==> src/rtl/tpu_pkg.sv <==
// Shared types and helpers for the TPU activation feed path.
package tpu_pkg;

  localparam int DATA_SIZE    = 8;
  localparam int KERNEL_WIDTH = 3;

  typedef logic [DATA_SIZE-1:0] act_t;

  function automatic int num_windows(input int h, input int w, input int k);
    return (h - k + 1) * (w - k + 1);
  endfunction

endpackage

==> src/rtl/tpu_line_buffer.sv <==
// One image row of storage: combinational read of the addressed entry, write on
// the same clock edge, so a read always returns the value from the previous row.
module tpu_line_buffer
  import tpu_pkg::*;
#(
  parameter int depth = 8,
  parameter int width = DATA_SIZE,
  localparam int AW   = (depth > 1) ? $clog2(depth) : 1
)(
  input  logic             clk,
  input  logic             i_we,
  input  logic [AW-1:0]    i_addr,
  input  logic [width-1:0] i_wdata,
  output logic [width-1:0] o_rdata
);

  logic [width-1:0] r_mem [0:depth-1];

  assign o_rdata = r_mem[i_addr];

  // Row storage; contents are always rewritten before being read within a frame
  always_ff @(posedge clk) begin
    if (i_we) begin
      r_mem[i_addr] <= i_wdata;
    end else begin
      r_mem[i_addr] <= r_mem[i_addr];
    end
  end

endmodule

==> src/rtl/tpu_window_feeder.sv <==
// Stride-1 im2col window generator feeding the systolic array activation bus.
// Raster pixels in, one kernelWidth x kernelWidth window per accepted pixel out.
module tpu_window_feeder
  import tpu_pkg::*;
#(
  parameter int dataSize    = DATA_SIZE,
  parameter int kernelWidth = KERNEL_WIDTH,
  parameter int imgWidth    = 8,
  parameter int imgHeight   = 8,
  localparam int nPEy       = kernelWidth * kernelWidth
)(
  input  logic                clk,
  input  logic                nrst,
  input  logic                pix_valid,
  output logic                pix_ready,
  input  logic [dataSize-1:0] pix_data,
  output logic                win_valid,
  input  logic                win_ready,
  output logic [dataSize-1:0] activation [0:nPEy-1],
  output logic                win_last
);

  localparam int CW  = (imgWidth > 1) ? $clog2(imgWidth) : 1;
  localparam int RW  = (imgHeight > 1) ? $clog2(imgHeight) : 1;
  localparam int NLB = kernelWidth - 1;

  logic [CW-1:0]       r_col_cnt;
  logic [RW-1:0]       r_row_cnt;
  logic [dataSize-1:0] r_win      [0:kernelWidth-1][0:kernelWidth-1];
  logic [dataSize-1:0] w_win_next [0:kernelWidth-1][0:kernelWidth-1];
  logic [dataSize-1:0] w_col      [0:kernelWidth-1];
  logic [dataSize-1:0] w_lb_rd    [0:NLB-1];
  logic [dataSize-1:0] w_lb_wr    [0:NLB-1];
  logic [dataSize-1:0] r_act      [0:nPEy-1];
  logic                r_win_valid;
  logic                r_win_last;
  logic                w_accept;
  logic                w_col_end;
  logic                w_row_end;
  logic                w_win_done;

  assign pix_ready  = !r_win_valid || win_ready;
  assign w_accept   = pix_valid && pix_ready;
  assign w_col_end  = (r_col_cnt == CW'(imgWidth - 1));
  assign w_row_end  = (r_row_cnt == RW'(imgHeight - 1));
  assign w_win_done = (r_col_cnt >= CW'(kernelWidth - 1)) && (r_row_cnt >= RW'(kernelWidth - 1));

  // Buffer 0 holds the previous row; each further buffer is one row older.
  genvar gk;
  generate
    for (gk = 0; gk < NLB; gk++) begin : g_lb
      if (gk == 0) begin : g_head
        assign w_lb_wr[gk] = pix_data;
      end else begin : g_chain
        assign w_lb_wr[gk] = w_lb_rd[gk-1];
      end
      tpu_line_buffer #(
        .depth (imgWidth),
        .width (dataSize)
      ) u_lb (
        .clk     (clk),
        .i_we    (w_accept),
        .i_addr  (r_col_cnt),
        .i_wdata (w_lb_wr[gk]),
        .o_rdata (w_lb_rd[gk])
      );
      assign w_col[gk] = w_lb_rd[NLB-1-gk];
    end
  endgenerate

  assign w_col[kernelWidth-1] = pix_data;

  // Window after shifting left by one column and inserting the incoming column
  always_comb begin
    for (int r = 0; r < kernelWidth; r++) begin
      for (int c = 0; c < kernelWidth - 1; c++) begin
        w_win_next[r][c] = r_win[r][c+1];
      end
      w_win_next[r][kernelWidth-1] = w_col[r];
    end
  end

  // Raster position of the next pixel to be accepted
  always_ff @(posedge clk) begin
    if (!nrst) begin
      r_col_cnt <= '0;
      r_row_cnt <= '0;
    end else if (w_accept) begin
      if (w_col_end) begin
        r_col_cnt <= '0;
        r_row_cnt <= w_row_end ? '0 : r_row_cnt + RW'(1);
      end else begin
        r_col_cnt <= r_col_cnt + CW'(1);
        r_row_cnt <= r_row_cnt;
      end
    end else begin
      r_col_cnt <= r_col_cnt;
      r_row_cnt <= r_row_cnt;
    end
  end

  // Window shift register
  always_ff @(posedge clk) begin
    if (!nrst) begin
      for (int r = 0; r < kernelWidth; r++) begin
        for (int c = 0; c < kernelWidth; c++) begin
          r_win[r][c] <= '0;
        end
      end
    end else if (w_accept) begin
      r_win <= w_win_next;
    end else begin
      r_win <= r_win;
    end
  end

  // Output register: load on a completing pixel, clear once consumed, else hold
  always_ff @(posedge clk) begin
    if (!nrst) begin
      r_win_valid <= 1'b0;
      r_win_last  <= 1'b0;
      for (int i = 0; i < nPEy; i++) begin
        r_act[i] <= '0;
      end
    end else if (w_accept && w_win_done) begin
      r_win_valid <= 1'b1;
      r_win_last  <= w_col_end && w_row_end;
      for (int r = 0; r < kernelWidth; r++) begin
        for (int c = 0; c < kernelWidth; c++) begin
          r_act[r*kernelWidth+c] <= w_win_next[r][c];
        end
      end
    end else if (pix_ready) begin
      r_win_valid <= 1'b0;
      r_win_last  <= 1'b0;
      r_act       <= r_act;
    end else begin
      r_win_valid <= r_win_valid;
      r_win_last  <= r_win_last;
      r_act       <= r_act;
    end
  end

  assign win_valid  = r_win_valid;
  assign win_last   = r_win_last;
  assign activation = r_act;

endmodule

==> config.mk <==
export PLATFORM = sky130hd
export DESIGN_NAME = tpu_window_feeder
export DESIGN_NICKNAME = d
export VERILOG_FILES = /design/src/rtl/tpu_pkg.sv /design/src/rtl/tpu_line_buffer.sv /design/src/rtl/tpu_window_feeder.sv
export SDC_FILE = /design/constraint.sdc
export NUM_CORES = 1
export LEC_CHECK = 0
export CAP_MARGIN = 20
export CELL_PAD_IN_SITES_DETAIL_PLACEMENT = 1
export CELL_PAD_IN_SITES_GLOBAL_PLACEMENT = 1
export CORE_ASPECT_RATIO = 0.9
export CORE_MARGIN = 2
export CORE_UTILIZATION = 47
export CTS_CLUSTER_DIAMETER = 100
export CTS_CLUSTER_SIZE = 25
export DETAILED_ROUTE_END_ITERATION = 12
export GPL_ROUTABILITY_DRIVEN = 0
export PLACE_DENSITY = 0.78
export SYNTH_ARGS = -nofsm -noshare
export SYNTH_HDL_FRONTEND = slang
export SYNTH_SLANG_ARGS = --single-unit
==> constraint.sdc <==
create_clock -name clk -period 3 [get_ports clk]
set_clock_uncertainty 0.2 [all_clocks]
set_input_delay 0.3 -clock clk [delete_from_list [all_inputs] [get_ports clk]]
set_output_delay 0.3 -clock clk [all_outputs]
set_load 0.01 [all_outputs]
==> flow_summary_export.csv, run 1 <==
group,metric,value,unit
clock_network,post_cts_resize_count,0,
worst_setup_path,path_class,"register to register",
drt,viasPerCell,5.575,
floorplanning,die_y,140.4,um
power,p_per_area,596.8,nW/um^2
worst_setup_path,cp_slowest_stage_delay,0.55,ns
power,p_leak,3.624,nW
cells_and_area,n_fill_cell,2033,
floorplanning,core-area,20110,sq um
drt,ant_nets,0,
synthesis,ys_types,32,
clock_network,cts_hold_buf,0,
worst_setup_path,crit_start,"r_col_cnt[0]",
floorplanning,die_area,21850,sq um
grt,grt_pass1_wl,36.21,mm
grt,antenna_found_initial,0,
place,dp.cells,1067,
clock_network,htreeDepth,1,
drt,drc_errors,0,
job,max_cap_violations,0,
synthesis,synth.area.top_cells,"edfxtp_1 40%, dfxtp_1 27%, mux4_2 7.4%",
worst_setup_path,crit-reg2reg-launch,"r_col_cnt[0]",
cells_and_area,regArea,6467,sq um
grt,grt_max_degree,76,
clock_network,numCtsBuffers,14,
synthesis,yosysWarnings,0,
cells_and_area,multi_input_area,2907,sq um
clock_network,clk_pin_slew_worst_paths,0.10,ns
cells_and_area,nNetsFinal,846,
timing,fin_crit,2.489,ns
place,dp_hpwl,15.00,mm
timing,rsz0062_at_grt,"no",
status,status,"completed",
worst_setup_path,crit_path_end_kind,"register",
drt,vias,6077,
timing,hold_viol_final,0,
cells_and_area,drive_gt1_frac,0.1257,
timing,finalSetupViolCount,0,
clock_network,clockBufferDepth,3,
clock_network,clk_latency,0.50,ns
drt,drtPass1Iterations,4,
cells_and_area,fin_cells,1090,
timing,tightest_slew,0.7620,ns
synthesis,synth_area,9722,sq um
clock_network,cts_tree,"built",
worst_setup_path,crit_path_cell_trace,"inv_1 > ha_1 > or3_1 > and4_4 > buf_4 > nand2_1 > a21oi_1",
worst_setup_path,cp_max_fo,53,
synthesis,synth_seq_cells,259,
place,pre_cts_ws,0.3527,ns
grt,track_usage,0.2152,
timing,slew_viol_final,0,
worst_setup_path,critPathLaunchType,"register",
place,place.port_buffers,86,
floorplanning,die_w,155.6,um
cells_and_area,final_cell_area,11240,sq um
timing,fmax,401.8,MHz
synthesis,postSynthCellCount,752,
power,peakVddDrop,360.7,uV
timing,fin_tns_setup,0,ns
grt,grt_pass1_vias,6469,
timing,whs,0.2046,ns
cells_and_area,area_growth,15.61,%
worst_hold_path,hold_start,"pix_data[0]",
timing,period_share,0.8296,
timing,relSlewSlack,0.4866,
floorplanning,initial_utilization,0.4834,
clock_network,post_cts_buffers,0,
synthesis,syn_nets,770,
synthesis,syn_area_per_cell,12.93,sq um
worst_setup_path,cp.arrival,2.67,ns
synthesis,yosysSeqAreaShare,0.6651,
timing,setup_slack,0.5113,ns
drt,wl_per_cell,21.15,um
worst_setup_path,required,3.18,ns
cells_and_area,n_antenna_cell,0,
synthesis,synth_top_area_share,0.3954,
drt,routed_wl,23.05,mm
place,dpl-instance-area,10820,sq um
worst_setup_path,crit_slowest_cell,"dfxtp_1",
grt,grt_overflow,0,
floorplanning,ios,87,
synthesis,yosys.area.top_type,"edfxtp_1",
clock_network,cts_root_buf,"clkbuf_16",
clock_network,cts_sinks,259,
floorplanning,rows,49,
worst_hold_path,min_path_type,"input pin to register",
drt,drt-initial-drc-count,416,
## worst max-delay path, delay by kind of cell, from the launching register on
family / cells / cell delay [ns]
AOI/OAI and AO/OA: 1 / 0.07
DFF: 1 / 0.55
and+or+nand+nor: 3 / 0.83
buffers and inverters: 2 / 0.48
adders and majority gates: 1 / 0.23
## logic make-up after synthesis
group,after synthesis,share of synthesized area
DFF,259,0.6651
and+or+nand+nor,221,0.09279
AOI/OAI and AO/OA,153,0.08263
buffers and inverters,57,0.04003
muxes,56,0.1117
adders and majority gates,6,0.007722
## power breakdown
| part | internal (mW) | total [mW] | switching [mW] |
|---|---|---|---|
| Clock | 0.948 | 2.06 | 1.11 |
| Combinational | 0.251 | 0.645 | 0.394 |
| Sequential | 3.93 | 4.00 | 0.0712 |
| Total | 5.13 | 6.71 | 1.58 |
## registers in the layout, indices dropped and copies added (netlist names), named ones only
| signal | flops |
|---|---|
| g_lb.u_lb.r_mem | 128 |
| win_valid | 1 |
| r_col_cnt | 3 |
| r_row_cnt | 3 |
| activation | 72 |
| r_win | 48 |
| win_last | 1 |
## layout by cell type (no fill, tap or decap), drive strengths merged
| cell | n |
|---|---|
| a211oi | 1 |
| buf | 27 |
| nand4 | 1 |
| clkdlybuf4s50 | 86 |
| nor3b | 4 |
| and3 | 2 |
| and2 | 1 |
| a21oi | 110 |
| or3 | 4 |
| edfxtp | 128 |
| nand2 | 184 |
| nor3 | 2 |
| o21ai | 40 |
| a311oi | 1 |
| clkbuf | 22 |
| ha | 6 |
| nor2 | 3 |
| a31oi | 1 |
| and4 | 1 |
| nand3 | 18 |
| mux2i | 24 |
| mux4 | 32 |
| nand2b | 1 |
| dfxtp | 131 |
| inv | 5 |
## metal layers
layer	track usage	part of all wire	vias to the layer above
met4	0.06036	0.026	0
met2	0.3780	0.51	171
li1	-	-	2824
met5	0	0	-
met3	0.02970	0.049	45
met1	0.2808	0.42	3037
## final cells by class
| class | count | area share |
|---|---|---|
| timing repair buffer | 113 | 0.09908 |
| inverter | 4 | 0.001336 |
| multi-input combinational | 436 | 0.2586 |
| clock inverter | 1 | 0.001447 |
| tap | 255 | 0.02839 |
| clock buffer | 22 | 0.03573 |
| sequential | 259 | 0.5754 |
## Yosys cell counts, drive strengths merged
library cell and number:
nand2 184, dfxtp 131, edfxtp 128, a21oi 110, o21ai 40, buf 36, mux4 32, mux2i 24
nand3 18, clkbuf 17, ha 6, nor3b 4, or3 4, inv 3, nor2 3, and3 2
nor3 2, a211oi 1, a311oi 1, a31oi 1, and2 1, and4 1, clkinv 1, nand2b 1
nand4 1
## worst paths after layout
kind / to / slack [ns] / depth (start not counted)
worst max-delay path: activation[8] / 0.51 / 7
worst min-delay path: activation[0] / 0.20 / 3
worst max register to register: activation[8] / 0.51 / 7
worst min register to register: activation[64] / 0.26 / 2
## through the flow
step | util | total power [mW]
6_report | 0.5589 | 6.707
5_1_grt | 0.5589 | 6.945
4_1_cts | 0.5589 | 6.767
3_5_place_dp | 0.5381 | 4.733
3_3_place_gp | 0.5381 | 4.682
2_1_floorplan | - | 4.486
Power figures use the tool's default switching activity.
==> run 2, diff against run 1 <==
--- a/config.mk
+++ b/config.mk
@@ -10,12 +10,12 @@
 export CELL_PAD_IN_SITES_GLOBAL_PLACEMENT = 1
 export CORE_ASPECT_RATIO = 0.9
 export CORE_MARGIN = 2
-export CORE_UTILIZATION = 47
+export CORE_UTILIZATION = 42
 export CTS_CLUSTER_DIAMETER = 100
 export CTS_CLUSTER_SIZE = 25
 export DETAILED_ROUTE_END_ITERATION = 12
 export GPL_ROUTABILITY_DRIVEN = 0
-export PLACE_DENSITY = 0.78
+export PLACE_DENSITY = 0.74
 export SYNTH_ARGS = -nofsm -noshare
 export SYNTH_HDL_FRONTEND = slang
 export SYNTH_SLANG_ARGS = --single-unit
==> constraint.sdc (replaced) <==
create_clock -name clk -period 2.25 [get_ports clk]
set_clock_uncertainty 0.2 [all_clocks]
set_input_delay 0.225 -clock clk [delete_from_list [all_inputs] [get_ports clk]]
set_output_delay 0.225 -clock clk [all_outputs]
set_load 0.01 [all_outputs]
==> flow_summary_export.csv, run 2 (synthesized netlist as in run 1, its figures left out) <==
group,metric,value,unit
floorplanning,die_area,24380,sq um
grt,grt_max_degree,56,
worst_setup_path,cp_max_fo,19,
clock_network,numCtsBuffers,14,
worst_setup_path,cpLargestDelayFamily,"multiplexers",
timing,setup_slack,0.08805,ns
cells_and_area,final_cell_mix,"182 x nand2_1, 130 x dfxtp_1, 128 x edfxtp_1, 102 x a21oi_1, 86 x clkdlybuf4s50_1",
cells_and_area,drive_gt1_frac,0.1563,
timing,rsz0062_at_grt,"no",
clock_network,clockBufferDepth,3,
clock_network,cts_tree,"built",
grt,grt_overflow,0,
place,dp_hpwl,16.08,mm
worst_hold_path,min_path_type,"input pin to register",
job,max_cap_violations,0,
cells_and_area,n_antenna_cell,0,
grt,track_usage,0.2022,
floorplanning,rows,52,
drt,drtPass1Iterations,5,
cells_and_area,regMostFlops,"g_lb.u_lb.r_mem",
grt,antenna_found_initial,0,
place,pre_cts_ws,-0.1521,ns
drt,routed_wl,24.22,mm
worst_setup_path,crit_path_end_kind,"register",
drt,viasPerCell,5.357,
grt,grt_pass1_wl,37.74,mm
clock_network,clk_pin_slew_worst_paths,0.10,ns
status,status,"completed",
timing,relSlewSlack,0.6204,
worst_setup_path,path_class,"register to register",
power,p_per_area,786.5,nW/um^2
clock_network,cts_sinks,259,
cells_and_area,nNetsFinal,874,
worst_setup_path,critPathLaunchType,"register",
worst_setup_path,required,2.29,ns
grt,grt_pass1_vias,6652,
timing,slew_viol_final,0,
timing,finalSetupViolCount,0,
floorplanning,core-area,22580,sq um
power,p_leak,3.778,nW
clock_network,clk_latency,0.49,ns
timing,tightest_slew,0.5536,ns
drt,vias,6220,
floorplanning,die_y,148.3,um
floorplanning,die_w,164.4,um
worst_setup_path,crit_slowest_cell,"mux4_2",
clock_network,cts_hold_buf,0,
drt,drc_errors,0,
worst_setup_path,cp.arrival,2.20,ns
power,fin_total_pwr,9.109,mW
cells_and_area,final_common_cell,"nand2_1",
power,peakVddDrop,417.8,uV
timing,fmax,462.5,MHz
cells_and_area,post-route-util,0.5130,
cells_and_area,area_growth,19.14,%
cells_and_area,largest_register_ffs,128,
worst_setup_path,crit_path_cell_trace,"buf_12 > mux4_2 > mux2i_2 > mux2i_1 > buf_4",
drt,ant_nets,0,
worst_setup_path,cp_slowest_stage_delay,0.55,ns
worst_setup_path,cp_num_buf_inv,2,
timing,fin_crit,2.162,ns
clock_network,cts_root_buf,"clkbuf_16",
clock_network,htreeDepth,1,
drt,wl_per_cell,20.86,um
drt,drt-initial-drc-count,415,
place,place.port_buffers,86,
timing,period_share,0.9609,
timing,hold_viol_final,0,
floorplanning,initial_utilization,0.4306,
floorplanning,ios,87,
worst_hold_path,hold_start,"pix_data[1]",
run 2: cell types whose count changed in the layout (fill, tap and decap cells not counted):
cell      previous run  this run
buf_4               23        45
buf_12               4         9
nor3_2               1         2
o21ai_0             24        20
buf_6                0         1
mux2i_2              0         1
nor3_4               1         0
clkbuf_1             7         8
mux2i_4             10        11
mux2i_1             14        12
o21ai_1             16        20
run 2: area by class of cell:
type,instances,area [sq um]
timing repair buffer,141,1390
inverter,4,15.01
clock buffer,23,405.4
fill,2299,10990
multi-input combinational,436,2917
sequential,259,6467
tap,297,371.6
clock inverter,1,16.27
run 2: through the flow:
| stage | TNS (ns) | hold slack (ns) | area, sq um | cells |
|---|---|---|---|---|
| after floorplan | -8.163 | 0.1610 | 9722 | 752 |
| after global placement | -0.02069 | 0.2445 | 11140 | 1137 |
| after detailed placement | -2.150 | 0.2483 | 11140 | 1137 |
| after CTS | 0 | 0.1054 | 11570 | 1161 |
| after global routing | 0 | 0.1220 | 11580 | 1161 |
| final | 0 | 0.1247 | 11580 | 1161 |
run 2: timing repair:
action                                  in CTS  in global routing
gates resized for setup                      3                  5
endpoints found under the hold margin        0                  0
setup buffers                                0                  0
endpoints found under the setup margin      24                 31
run 2: where the power goes:
part | total (mW) | leakage, nW | internal, mW | switching [mW]
sequential | 5.32 | 2.24 | 5.24 | 0.0814
combinational | 1.03 | 1.33 | 0.438 | 0.591
clock | 2.76 | 0.202 | 1.27 | 1.49
run 2: tightest hold or removal path: cells and delay by family:
kind / cells / cell delay, ns
AOI/OAI and AO/OA: 1 / 0.05
and+or+nand+nor: 1 / 0.07
buffers and inverters: 1 / 0.42
run 2: path summary, 6_finish.rpt:
path                                                  to  slack (ns)  cells after the start
worst max-delay path            g_lb[1].u_lb.r_mem[4][3]        0.09                      5
worst min-delay path                       activation[1]        0.12                      3
worst max register to register  g_lb[1].u_lb.r_mem[4][3]        0.09                      5
worst min register to register            activation[58]        0.26                      2
run 2: routing by layer:
| metal | wire length [um] | track usage | vias to the layer above |
|---|---|---|---|
| met5 | 0 | 0 | - |
| li1 | - | - | 2887 |
| met4 | 528 | 0.05043 | 0 |
| met1 | 10460 | 0.2653 | 3149 |
| met3 | 947 | 0.02817 | 33 |
| met2 | 12290 | 0.3550 | 151 |
==> variant 1 (settings of run 2) <==
Set the parameter `imgWidth` to 4 (it was 8).
--- a/src/rtl/tpu_window_feeder.sv
+++ b/src/rtl/tpu_window_feeder.sv
@@ -5,7 +5,7 @@
 #(
   parameter int dataSize    = DATA_SIZE,
   parameter int kernelWidth = KERNEL_WIDTH,
-  parameter int imgWidth    = 8,
+  parameter int imgWidth    = 4,
   parameter int imgHeight   = 8,
   localparam int nPEy       = kernelWidth * kernelWidth
 )(
Function: same outputs for any inputs over 10 cycles, from zero or initial values and one cycle with nrst low; that may be too few to reach the edited logic, so the function may still have changed.
==> variant 1 against run 2 <==
Routed wire length shrank 18%. Sequential cell count shrank 66. Area after synthesis shrank 22%. Worst setup slack lost 2.8 ps. Total power shrank 16%. Critical path depth shrank 1. Design area shrank 19%. Core utilization grew 1.7 points. Largest cell class unchanged. Highest routed layer unchanged.
==> variant 1: results (changes against run 2) <==
Synth area leaders dfxtp_1, edfxtp_1, mux2i_1; Sw Share 22.9% (-0.79 points); DR pass1 iterations 5 (unchanged); CTS max path bufs 2 (-1); max reg flops 72 (-44%); crit-path max cell delay 480 ps (-70 ps); overall global routing resource usage 21.3% (+1.1 points); Layout Nets 759 (-13%); Yosys top cell area share 34.2% (-5.3 points); Synthesized Nets 680 (-12%); outcome finished clean; Clock Latency Late Sink 440 ps (-50 ps); pre-CTS setup slack 61.8 ps (+214 ps); Synth Area in Compound Gates 10.7% (+2.4 points); H-tree Lvls 4 (+3); drt wl/cell 20.1 um (-3.7%); Critical Path AT 1740 ps (-460 ps); Fillers 1,865 (-19%); Slowest cell on crit path clkdlybuf4s50_1; vias per cell 5.52 (+3.0%); leakage power 3.19 nW (-16%); cell depth of the worst setup path 4 (-1); worst vdd ir 0.000595 V (+42%); Tightest Pin Transition 989 ps (+435 ps); adder-cell share of the synthesized area 1.16% (+0.39 points); vias in the first global route 5,724 (-14%); hold path depth 4 (+1); post-synthesis mux area share 13.7% (+2.5 points); Post-DP HPWL 13,300 um (-18%); clock-pin transition on the worst setup and hold timing paths 70 ps (-30 ps); layout cell share with drive strength beyond 1 11.7% (-3.9 points); Commonest cells post-synth dfxtp_1, nand2_1, edfxtp_1; R2R depth 3 (-2)
[variant 1: routing by layer]
layer	vias up	GRT usage [%]	share of wire (%)
li1	2553	-	-
met1	2764	27.3	45
met2	131	36.7	50
met3	29	3.82	3.7
met4	0	7.03	1.4
met5	-	0	0
[variant 1: worst paths after layout]
| kind | end | slack, ps | startpoint |
|---|---|---|---|
| setup / recovery | pix_ready | 90 | win_valid |
| hold reg to reg | activation[19] | 260 | activation[19] |
| setup reg to reg | g_lb[1].u_lb.r_mem[0][0] | 170 | register |
| hold / removal | r_win[28] | 130 | nrst |
[variant 1: power groups by stage]
stage          Sequential (W)  Clock [W]  Combinational, W
2_1_floorplan         0.00395          0          0.000414
3_5_place_dp          0.00398          0          0.000640
3_3_place_gp          0.00396          0          0.000611
4_1_cts               0.00391    0.00317          0.000648
5_1_grt               0.00392    0.00328          0.000704
6_report              0.00391    0.00314          0.000648
[variant 1: final cells by class]
cell class                 count  share of cell area [%]
clock buffer                  23                    5.14
clock inverter                 9                    1.35
inverter                       7                   0.295
multi-input combinational    404                    29.5
sequential                   193                    48.2
tap                          240                    3.22
timing repair buffer         117                    12.3
[variant 1: worst min-delay path, stage by stage]
cell and delay (ps):
buf_4 130, inv_2 70, nor3_2 140, o2bb2ai_1 150
[variant 1: metrics by stage]
| stage | total power, W | util, % | instance area [um2] | cells |
|---|---|---|---|---|
| floorplan | 0.00436 | - | 7550 | 661 |
| global placement | 0.00458 | 49.6 | 8730 | 961 |
| detailed placement | 0.00462 | 49.6 | 8730 | 961 |
| CTS | 0.00773 | 53.0 | 9340 | 993 |
| global route | 0.00791 | 53.0 | 9340 | 993 |
| finish | 0.00769 | 53.0 | 9340 | 993 |
==> variant 2 (settings of run 2) <==
Made on the original files. Make the reset (`nrst`) asynchronous in 3 clocked blocks.
--- a/src/rtl/tpu_window_feeder.sv
+++ b/src/rtl/tpu_window_feeder.sv
@@ -81,7 +81,7 @@
   end
 
   // Raster position of the next pixel to be accepted
-  always_ff @(posedge clk) begin
+  always_ff @(posedge clk or negedge nrst) begin
     if (!nrst) begin
       r_col_cnt <= '0;
       r_row_cnt <= '0;
@@ -100,7 +100,7 @@
   end
 
   // Window shift register
-  always_ff @(posedge clk) begin
+  always_ff @(posedge clk or negedge nrst) begin
     if (!nrst) begin
       for (int r = 0; r < kernelWidth; r++) begin
         for (int c = 0; c < kernelWidth; c++) begin
@@ -115,7 +115,7 @@
   end
 
   // Output register: load on a completing pixel, clear once consumed, else hold
-  always_ff @(posedge clk) begin
+  always_ff @(posedge clk or negedge nrst) begin
     if (!nrst) begin
       r_win_valid <= 1'b0;
       r_win_last  <= 1'b0;
Formal check against the unedited RTL: no difference found for any inputs over 10 cycles, from zero or initial values and one cycle with nrst low; that may be too few to reach the edited logic, so the function may still have changed.
==> variant 2 against run 2 <==
The run now ends with DRC left. Die area rose by 3.6%. First-iteration DRC count is 15% higher. Count of clock-buffer cells in the layout decreased by 1. Sequential cell count fell by 3. Area after synthesis grew 3.7%. Critical path depth decreased by 1. Global-route usage is 1.7 points lower. Worst setup slack got worse by 7.6 ps. Via count is 13% lower. Critical path type unchanged. Design area grew 4.9%. Routed wire length fell by 6.6%. Final cell count decreased by 14%.
Power is not compared: it rests on default switching activity, and its combinational part moved more than twofold at a synthesized area within 25%.
==> variant 2: results (changes against run 2) <==
Area after DPL 11,700 um2 (+4.8%); Critical Path AT 2150 ps (-50 ps); vias per cell 5.46 (+2.0%); Crit Path Max Fanout 11 (-8); Tmin final 2170 ps (+7.58 ps); post-CTS setup buffers 0 (unchanged); Synth area leaders edfxtp_1, dfrtp_1, mux2_2; clock-pin transition on the worst setup and hold timing paths 100 ps (about the same); drt wl/cell 22.8 um (+9.1%); leakage power ~4.6 nW; initial antenna violation count 0 (unchanged); CTS root buffer clkbuf_16; Post-synth EDFFs 128 (unchanged); Async S/R FF share, synth 50.0% (+50 points); top sig layer met4; max reg flops 128 (unchanged); Slowest cell on crit path mux4_2; DRC 11 (+11); Fillers 2,211 (-3.8%); sequential fraction of the synthesis area 69.9% (+3.4 points); worst vdd ir about 0.00089 V; vias in the first global route 5,969 (-10%); Inserted Clock Buffers 14 (unchanged); outcome complete, but fails checks; Synthesized Nets 580 (-25%); routed length on met2 11,200 um (-9.0%); via count 5,431 (-13%); wire length on met1 9940 um (-4.9%); Worst slew margin 62.8% (+0.74 points); overall global routing resource usage 18.5% (-1.7 points); CTS max path bufs 3 (unchanged); Layout Nets 702 (-20%); Post-DP HPWL 15,300 um (-4.7%); synth unique cells 32 (unchanged); GR Util met2 31.8% (-3.7 points); crit-path max cell delay 550 ps (about the same); IO Port Bufs 86 (unchanged); Ys Warns 0 (unchanged); M3 GR Usage 2.53% (-0.28 points); Clock Latency Late Sink about 500 ps; grt met1 use 25.3% (-1.2 points); initial drt markers 479 (+15%); largest net degree at the start of global routing 53 (-5.4%); failing checks DRC; Sw Pwr slightly below 0.007 W; first-pass GRT wire length 35,700 um (-5.4%); DR pass1 iterations 8 (+3); average size of a mapped cell 17.9 um2 (+38%); H-tree Lvls 1 (unchanged); Hold/Removal Path Class primary input to asynchronous set/reset pin; Top reg by flops g_lb.u_lb.r_mem; cell family with most CP delay multiplexers; Commonest cells post-synth dfrtp_1, edfxtp_1, mux2_2; met3 WL 1050 um (+11%); ant diodes 0 (unchanged); Placed Instances 970 (-15%); layout cell share with drive strength beyond 1 30.1% (+14 points)
==> variant 2: changes by cell type in the layout (fill, tap and decap cells not counted), moves of 31 or more <==
cell	before	now
a21oi_1	102	16
dfrtp_1	0	126
nand2_1	182	5
a31oi_1	1	32
mux2_2	0	67
dfxtp_1	130	0
==> variant 2: cell type report <==
| type | instances | area (um2) | area share [%] |
|---|---|---|---|
| flip-flops and latches | 256 | 7050 | 58.0 |
| multi-input cells | 249 | 2810 | 23.1 |
| repair buffers | 145 | 1430 | 11.8 |
| clock buffers | 22 | 402 | 3.30 |
| well taps | 302 | 378 | 3.11 |
| inverters | 19 | 71.3 | 0.587 |
| clock inverters | 1 | 20.0 | 0.165 |
==> variant 2: cells by family after synthesis <==
family | synth area share [%]
flip-flops | 69.9
adder cells (fa/ha/maj) | 0.621
AND/OR/NAND/NOR | 1.49
buffers and inverters | 2.93
multiplexers | 21.3
AO/OA/AOI/OAI | 3.75
==> variant 2: path summary, 6_finish.rpt <==
check                                           endpoint          start  slack [ps]  depth (start not counted)
worst max-delay path            g_lb[0].u_lb.r_mem[6][5]   r_col_cnt[1]          80                          4
worst min-delay path                      activation[15]           nrst          30                          2
worst max register to register  g_lb[0].u_lb.r_mem[6][5]   r_col_cnt[1]          80                          4
worst min register to register             activation[3]  activation[3]         300                          1
max in group asynchronous                 activation[46]           nrst        1120                          3
min in group clk                           activation[2]    pix_data[2]         150                          2
==> variant 2: power by group through the flow <==
stage / Combinational [W] / Sequential [W] / Clock, W
2_1_floorplan: 0.00468 / 0.00865 / 0
3_3_place_gp: 0.00836 / 0.00853 / 0
3_5_place_dp: 0.00879 / 0.00872 / 0
4_1_cts: 0.00884 / 0.00862 / 0.00283
5_1_grt: 0.00951 / 0.00882 / 0.00299
6_report: 0.00883 / 0.00859 / 0.00275
==> variant 2: repair_timing <==
action,in CTS,in global routing
resized for setup,1,9
hold buffers,1,0
hold endpoints to repair,128,0
setup endpoints to repair,1,71
==> variant 2: per-stage QoR <==
stage,hold WS (ps),utilization (%),setup TNS [ps],setup WS (ps)
3_5_place_dp,10.5,49.7,-931,-68.0
4_1_cts,24.1,51.6,0,16.5
6_report,27.0,51.8,0,80.5
5_1_grt,37.1,51.8,-130,-15.5
3_3_place_gp,1.90,49.7,0,104
2_1_floorplan,-271,-,-18220,-410
==> variant 2: worst reg2reg max path, delay by kind of cell, from the launching register on <==
kind | cells | cell delay [ps]
AO/OA/AOI/OAI | 1 | 220
multiplexers | 2 | 770
buffers and inverters | 1 | 180
flip-flops | 1 | 490
